--- config.mk ---
export PLATFORM = sky130hd
export DESIGN_NAME = fifo_drain_serializer
export DESIGN_NICKNAME = d
export VERILOG_FILES = /design/src/rtl/fifo_drain_serializer.sv
export SDC_FILE = /design/constraint.sdc
export NUM_CORES = 1
export LEC_CHECK = 0
export BUFFER_PORTS_ARGS = -buffer_cell sky130_fd_sc_hd__buf_2
export CORE_MARGIN = 4
export CORE_UTILIZATION = 52
export CTS_CLUSTER_DIAMETER = 150
export CTS_CLUSTER_SIZE = 40
export DETAILED_ROUTE_END_ITERATION = 16
export PLACE_DENSITY_LB_ADDON = 0.05
export SLEW_MARGIN = 5
export SYNTH_ARGS = -nofsm -noshare
export SYNTH_HDL_FRONTEND = slang
export SYNTH_SLANG_ARGS = --single-unit
--- constraint.sdc ---
create_clock -name clock -period 1.6 [get_ports clock]
set_clock_uncertainty 0.1 [all_clocks]
set_input_delay 0.32 -clock clock [delete_from_list [all_inputs] [get_ports clock]]
set_output_delay 0.32 -clock clock [all_outputs]
set_load 0.005 [all_outputs]
--- src/rtl/fifo_drain_serializer.sv ---
// fifo_drain_serializer
//
// Pulls words from a single-clock FIFO read port and shifts them out MSB-first
// as a serial bit stream, one bit every CLKS_PER_BIT clocks. During the last
// bit period of a word the next word is prefetched into a holding register, so
// back-to-back words stream without a gap. enable and fifo_empty are only
// looked at when a fetch decision is taken (in IDLE, or on the first cycle of
// the last bit).
//
// Ports:
//   clock        in   system clock, rising edge
//   reset        in   synchronous active-high reset
//   enable       in   permits new FIFO fetches
//   fifo_empty   in   FIFO empty flag
//   fifo_data    in   FIFO read data, valid the cycle after fifo_read_en
//   fifo_read_en out  single-cycle FIFO read pulse
//   tx_bit       out  serial data, MSB first, 0 outside SHIFT
//   tx_strobe    out  first cycle of every bit period
//   tx_active    out  high in FETCH, LOAD and SHIFT
//   word_done    out  last cycle of a word's last bit
//   words_sent   out  completed-word count, wraps 255 -> 0
module fifo_drain_serializer #(
    parameter int DATA_WIDTH   = 8,
    parameter int CLKS_PER_BIT = 4
) (
    input  logic                  clock,
    input  logic                  reset,
    input  logic                  enable,
    input  logic                  fifo_empty,
    input  logic [DATA_WIDTH-1:0] fifo_data,
    output logic                  fifo_read_en,
    output logic                  tx_bit,
    output logic                  tx_strobe,
    output logic                  tx_active,
    output logic                  word_done,
    output logic [7:0]            words_sent
);

    localparam int BIT_CW = (DATA_WIDTH > 1) ? $clog2(DATA_WIDTH) : 1;
    localparam int DIV_CW = (CLKS_PER_BIT > 1) ? $clog2(CLKS_PER_BIT) : 1;

    localparam logic [BIT_CW-1:0] LAST_BIT = BIT_CW'(DATA_WIDTH - 1);
    localparam logic [DIV_CW-1:0] LAST_DIV = DIV_CW'(CLKS_PER_BIT - 1);

    localparam logic [1:0] S_IDLE  = 2'd0;
    localparam logic [1:0] S_FETCH = 2'd1;
    localparam logic [1:0] S_LOAD  = 2'd2;
    localparam logic [1:0] S_SHIFT = 2'd3;

    logic [1:0]            state_q, state_d;
    logic [DATA_WIDTH-1:0] shift_q, shift_d;
    logic [DATA_WIDTH-1:0] hold_q, hold_d;
    logic [BIT_CW-1:0]     bit_cnt_q, bit_cnt_d;
    logic [DIV_CW-1:0]     div_cnt_q, div_cnt_d;
    logic                  pf_pending_q, pf_pending_d;
    logic                  pf_valid_q, pf_valid_d;
    logic [7:0]            words_sent_q, words_sent_d;

    logic last_bit;
    logic last_div;
    logic word_end;

    assign words_sent = words_sent_q;

    always_comb begin
        state_d      = state_q;
        shift_d      = shift_q;
        hold_d       = hold_q;
        bit_cnt_d    = bit_cnt_q;
        div_cnt_d    = div_cnt_q;
        pf_pending_d = pf_pending_q;
        pf_valid_d   = pf_valid_q;
        words_sent_d = words_sent_q;

        fifo_read_en = 1'b0;
        tx_bit       = 1'b0;
        tx_strobe    = 1'b0;
        word_done    = 1'b0;
        tx_active    = (state_q != S_IDLE);

        last_bit = (bit_cnt_q == LAST_BIT);
        last_div = (div_cnt_q == LAST_DIV);
        word_end = 1'b0;

        case (state_q)
            S_IDLE: begin
                if (enable && !fifo_empty) begin
                    state_d = S_FETCH;
                end
            end

            S_FETCH: begin
                fifo_read_en = 1'b1;
                state_d      = S_LOAD;
            end

            S_LOAD: begin
                shift_d   = fifo_data;
                bit_cnt_d = '0;
                div_cnt_d = '0;
                state_d   = S_SHIFT;
            end

            default: begin  // S_SHIFT
                tx_bit    = shift_q[DATA_WIDTH-1];
                tx_strobe = (div_cnt_q == '0);
                word_end  = last_bit && last_div;

                if (last_div) begin
                    shift_d   = shift_q << 1;
                    bit_cnt_d = bit_cnt_q + BIT_CW'(1);
                    div_cnt_d = '0;
                end else begin
                    div_cnt_d = div_cnt_q + DIV_CW'(1);
                end

                // Only decision point inside a word: first cycle of the last bit.
                if (last_bit && (div_cnt_q == '0) && enable && !fifo_empty) begin
                    fifo_read_en = 1'b1;
                    pf_pending_d = 1'b1;
                end

                if (pf_pending_q) begin
                    hold_d       = fifo_data;
                    pf_valid_d   = 1'b1;
                    pf_pending_d = 1'b0;
                end

                if (word_end) begin
                    word_done    = 1'b1;
                    words_sent_d = words_sent_q + 8'd1;
                    bit_cnt_d    = '0;
                    div_cnt_d    = '0;
                    if (pf_valid_q) begin
                        shift_d    = hold_q;
                        pf_valid_d = 1'b0;
                    end else if (pf_pending_q) begin
                        // With two clocks per bit the prefetched data arrives on
                        // the word-end cycle itself; take it straight from the FIFO.
                        shift_d      = fifo_data;
                        pf_valid_d   = 1'b0;
                        pf_pending_d = 1'b0;
                    end else begin
                        state_d = S_IDLE;
                    end
                end
            end
        endcase
    end

    always_ff @(posedge clock) begin
        if (reset) begin
            state_q      <= S_IDLE;
            shift_q      <= '0;
            hold_q       <= '0;
            bit_cnt_q    <= '0;
            div_cnt_q    <= '0;
            pf_pending_q <= 1'b0;
            pf_valid_q   <= 1'b0;
            words_sent_q <= 8'd0;
        end else begin
            state_q      <= state_d;
            shift_q      <= shift_d;
            hold_q       <= hold_d;
            bit_cnt_q    <= bit_cnt_d;
            div_cnt_q    <= div_cnt_d;
            pf_pending_q <= pf_pending_d;
            pf_valid_q   <= pf_valid_d;
            words_sent_q <= words_sent_d;
        end
    end

endmodule

==> results.sh <==
export IMPL_status="complete, but fails checks"
export IMPL_violations="setup timing"
export IMPL_track_usage_pct=23.1
export IMPL_num_rows=22
export IMPL_syn_num_nets=251
export IMPL_r2r_start="state_q[1]"
export IMPL_setup_ws_ps=-338
export IMPL_post_route_drc_count=0
export IMPL_drt_iter0_drc=164
export IMPL_end_kind="output pin"
export IMPL_power_density_mw_per_mm2=731
export IMPL_grt_max_degree=25
export IMPL_syn_inst=230
export IMPL_drt_total_wl_um=6050
export IMPL_syn_area_sq_mm=0.00196
export IMPL_antenna_found_initial=0
export IMPL_gr_total_overflow=0
export IMPL_relSlewSlack_pct=69.6
export IMPL_worst_r2r_path_depth=6
export IMPL_grt_pass1_vias=1928
export IMPL_grt_pass1_wl_um=8850
export IMPL_cp_start_kind="register"
export IMPL_cts_made_buffers=5
export IMPL_io_buffers=24
export IMPL_setup_viol=21
export IMPL_hp_class="in2reg"
export IMPL_initial_core_util_pct=53.6
export IMPL_fin_crit_sh_pct=121
export IMPL_dr_pass1_iters=5
export IMPL_drtAntennaViolNets=0
export IMPL_finalNetCount=304
export IMPL_die_h_um=69.4
export IMPL_fmax_mhz=516
export IMPL_synth_area_per_cell_sq_um=8.53
export IMPL_seq_area_frac_synth_pct=33.7
export IMPL_r2r_end="words_sent[7]"
export IMPL_synthArstFlopShare_pct=0
export IMPL_clock_latency_ps=300
export IMPL_timing_final_crit_period_ps=1940
export IMPL_dieArea_sq_mm=0.00482
export IMPL_wl_per_cell_um=18.2
export IMPL_rsz0062_at_grt="yes"
export IMPL_finalPower_mw=2.14
export IMPL_irDropWorstVdd_uv=761
export IMPL_path_max_fanout=2
export IMPL_viasPerCell=6.07
export IMPL_clockRootBuffer="clkbuf_8"
export IMPL_syn_to_final_growth_pct=49.2
export IMPL_cp_required_ps=1180
export IMPL_ys_ff_latch=33
export IMPL_h_tree_depth=2
export IMPL_fillers=210
export IMPL_dpl_hpwl_um=3600
export IMPL_place_ws_ps=-117
export IMPL_maxCapViolCount=0
export IMPL_ctsHoldBuffers=0
export IMPL_crit_type="reg2out"
export IMPL_vias=2014
export IMPL_maxSlewViolCount=0
export IMPL_synth_edf_count=0
export IMPL_n_antenna_cell=0
export IMPL_gp_congestion=0.819
export IMPL_die_width_um=69.4
export IMPL_coreArea_sq_mm=0.00366
export IMPL_hold_violations=0
export IMPL_endpoint="fifo_read_en"
export IMPL_yosysUniqueCellTypes=43
export IMPL_max_slew_worst_pin_slew_ps=456
export IMPL_cts_tree="done"
export IMPL_synth_top_flop_cell="dfxtp_1"
export IMPL_cts_num_sinks=33
export IMPL_drive_gt1_share_pct=47.5
export IMPL_cp_startpoint="bit_cnt_q[1]"
export IMPL_cts_buffer_depth=2
export IMPL_power_leakage_nw=1.04
export IMPL_cts_clk_slew_worst_paths_ps=70
export IMPL_yosys_warnings=0
export IMPL_arrival_ps=1520
export IMPL_pin_count=25
export IMPL_r2r_slack_ps=-150
## worst min-delay path by stage
| stage | end | slack, ps | depth (start not counted) | from |
|---|---|---|---|---|
| after floorplan | hold_q[1] | 330 | 2 | hold_q[1] |
| after global placement | hold_q[4] | 340 | 2 | hold_q[4] |
| after detailed placement | hold_q[4] | 340 | 2 | hold_q[4] |
| after CTS | hold_q[4] | 190 | 3 | fifo_data[4] |
| after global routing | hold_q[4] | 200 | 3 | fifo_data[4] |
| final | hold_q[4] | 200 | 3 | fifo_data[4] |
## power by group
part / switching [mW] / leakage [nW] / internal (mW) / total (mW)
logic: 0.296 / 0.724 / 0.298 / 0.594
clock network: 0.327 / 0.0450 / 0.302 / 0.628
registers: 0.0484 / 0.271 / 0.868 / 0.916
## metrics by stage
stage                     hold slack, ps  TNS, ps  utilization, %  area (sq um)  cells
after global placement               342     -206            64.5          2360    311
final                                197    -2160            79.9          2930    332
after detailed placement             344    -1040            64.5          2360    311
after global routing                 201    -3400            79.9          2930    332
after CTS                            187    -1230            75.3          2760    328
after floorplan                      331    -2.70               -          2080    230
## cell usage in the layout (no fill, tap or decap), types with 3 or more instances in the layout
cell type	synthesis	final
nand3_1	9	9
o21ai_0	7	3
buf_2	4	21
clkbuf_8	0	5
and2_4	0	4
or3_1	3	3
buf_6	2	11
a21oi_1	20	14
buf_12	0	3
buf_4	3	24
o21bai_1	7	7
a21oi_2	0	6
buf_8	0	3
dfxtp_2	0	5
nor2_1	16	15
dfxtp_1	33	26
or3b_1	5	5
and2_1	9	5
nand2b_1	19	18
nand4_1	4	4
o21ai_1	0	4
o221ai_2	0	5
a211oi_2	0	7
nand2_1	18	16
a2111oi_4	0	7
ha_4	0	5
mux2i_1	4	4
## per-layer routing
layer / wire [um] / up-vias / track usage [%]
met4: 217 / 0 / 11.1
met5: 0 / - / 0
met3: 280 / 21 / 5.07
met1: 2340 / 979 / 25.0
li1: - / 944 / -
met2: 3210 / 70 / 42.1
## critical path, stage by stage (launching register included)
cell and delay [ps]:
dfxtp_2 340, ha_4 160, ha_4 150, and4b_1 190
mux2_4 270, buf_6 110
## cell type report
| type | count | area [sq um] | share of cell area, % |
|---|---|---|---|
| multi-input combinational | 175 | 1570 | 53.7 |
| timing repair buffer | 62 | 514 | 17.6 |
| clock buffer | 6 | 72.6 | 2.48 |
| sequential | 33 | 674 | 23.0 |
| inverter | 6 | 25.0 | 0.855 |
| tap | 48 | 60.1 | 2.05 |
| clock inverter | 2 | 10.0 | 0.342 |
## synth_stat cells (2+ instances only)
master / instances / area, sq um
nor3_1: 2 / 10.0
nand3_1: 9 / 45.0
ha_1: 9 / 113
or3b_1: 5 / 43.8
a21oi_1: 20 / 100
mux2i_1: 4 / 40.0
and2_1: 9 / 56.3
o221ai_1: 7 / 61.3
nor2_1: 16 / 60.1
o21bai_1: 7 / 52.6
buf_2: 4 / 20.0
or3_1: 3 / 18.8
or4_1: 2 / 15.0
a2111oi_2: 6 / 90.1
nand2_1: 18 / 67.6
buf_4: 3 / 22.5
a211oi_1: 7 / 52.6
nand2b_1: 19 / 119
o21ai_0: 7 / 35.0
o21a_1: 2 / 15.0
dfxtp_1: 33 / 661
o31ai_1: 2 / 15.0
clkbuf_1: 7 / 26.3
inv_1: 5 / 18.8
or3b_2: 2 / 17.5
buf_6: 2 / 22.5
nand4_1: 4 / 25.0
## flip-flops by register name (all words and copies together), names as in the netlist
| register | count |
|---|---|
| pf_valid_q | 1 |
| hold_q | 8 |
| shift_q | 8 |
| words_sent | 8 |
| bit_cnt_q | 3 |
| div_cnt_q | 2 |
| state_q | 2 |
| pf_pending_q | 1 |
## cell families (layout without fill, tap and decap cells)
logic type,Yosys count,after routing,share of synthesized area [%]
AO/OA/AOI/OAI,62,62,23.2
XOR/XNOR,2,2,0.893
adder cells (fa/ha/maj),9,9,5.74
buffers and inverters,22,76,5.80
flip-flops,33,33,33.7
multiplexers,5,5,2.61
AND/OR/NAND/NOR,97,97,28.1
## repair_timing
action,4_1_cts,5_1_grt
buffers inserted,9,4
pin swaps,29,20
gates resized for setup,57,32
setup endpoints to repair,21,35
Power figures use the tool's default switching activity.
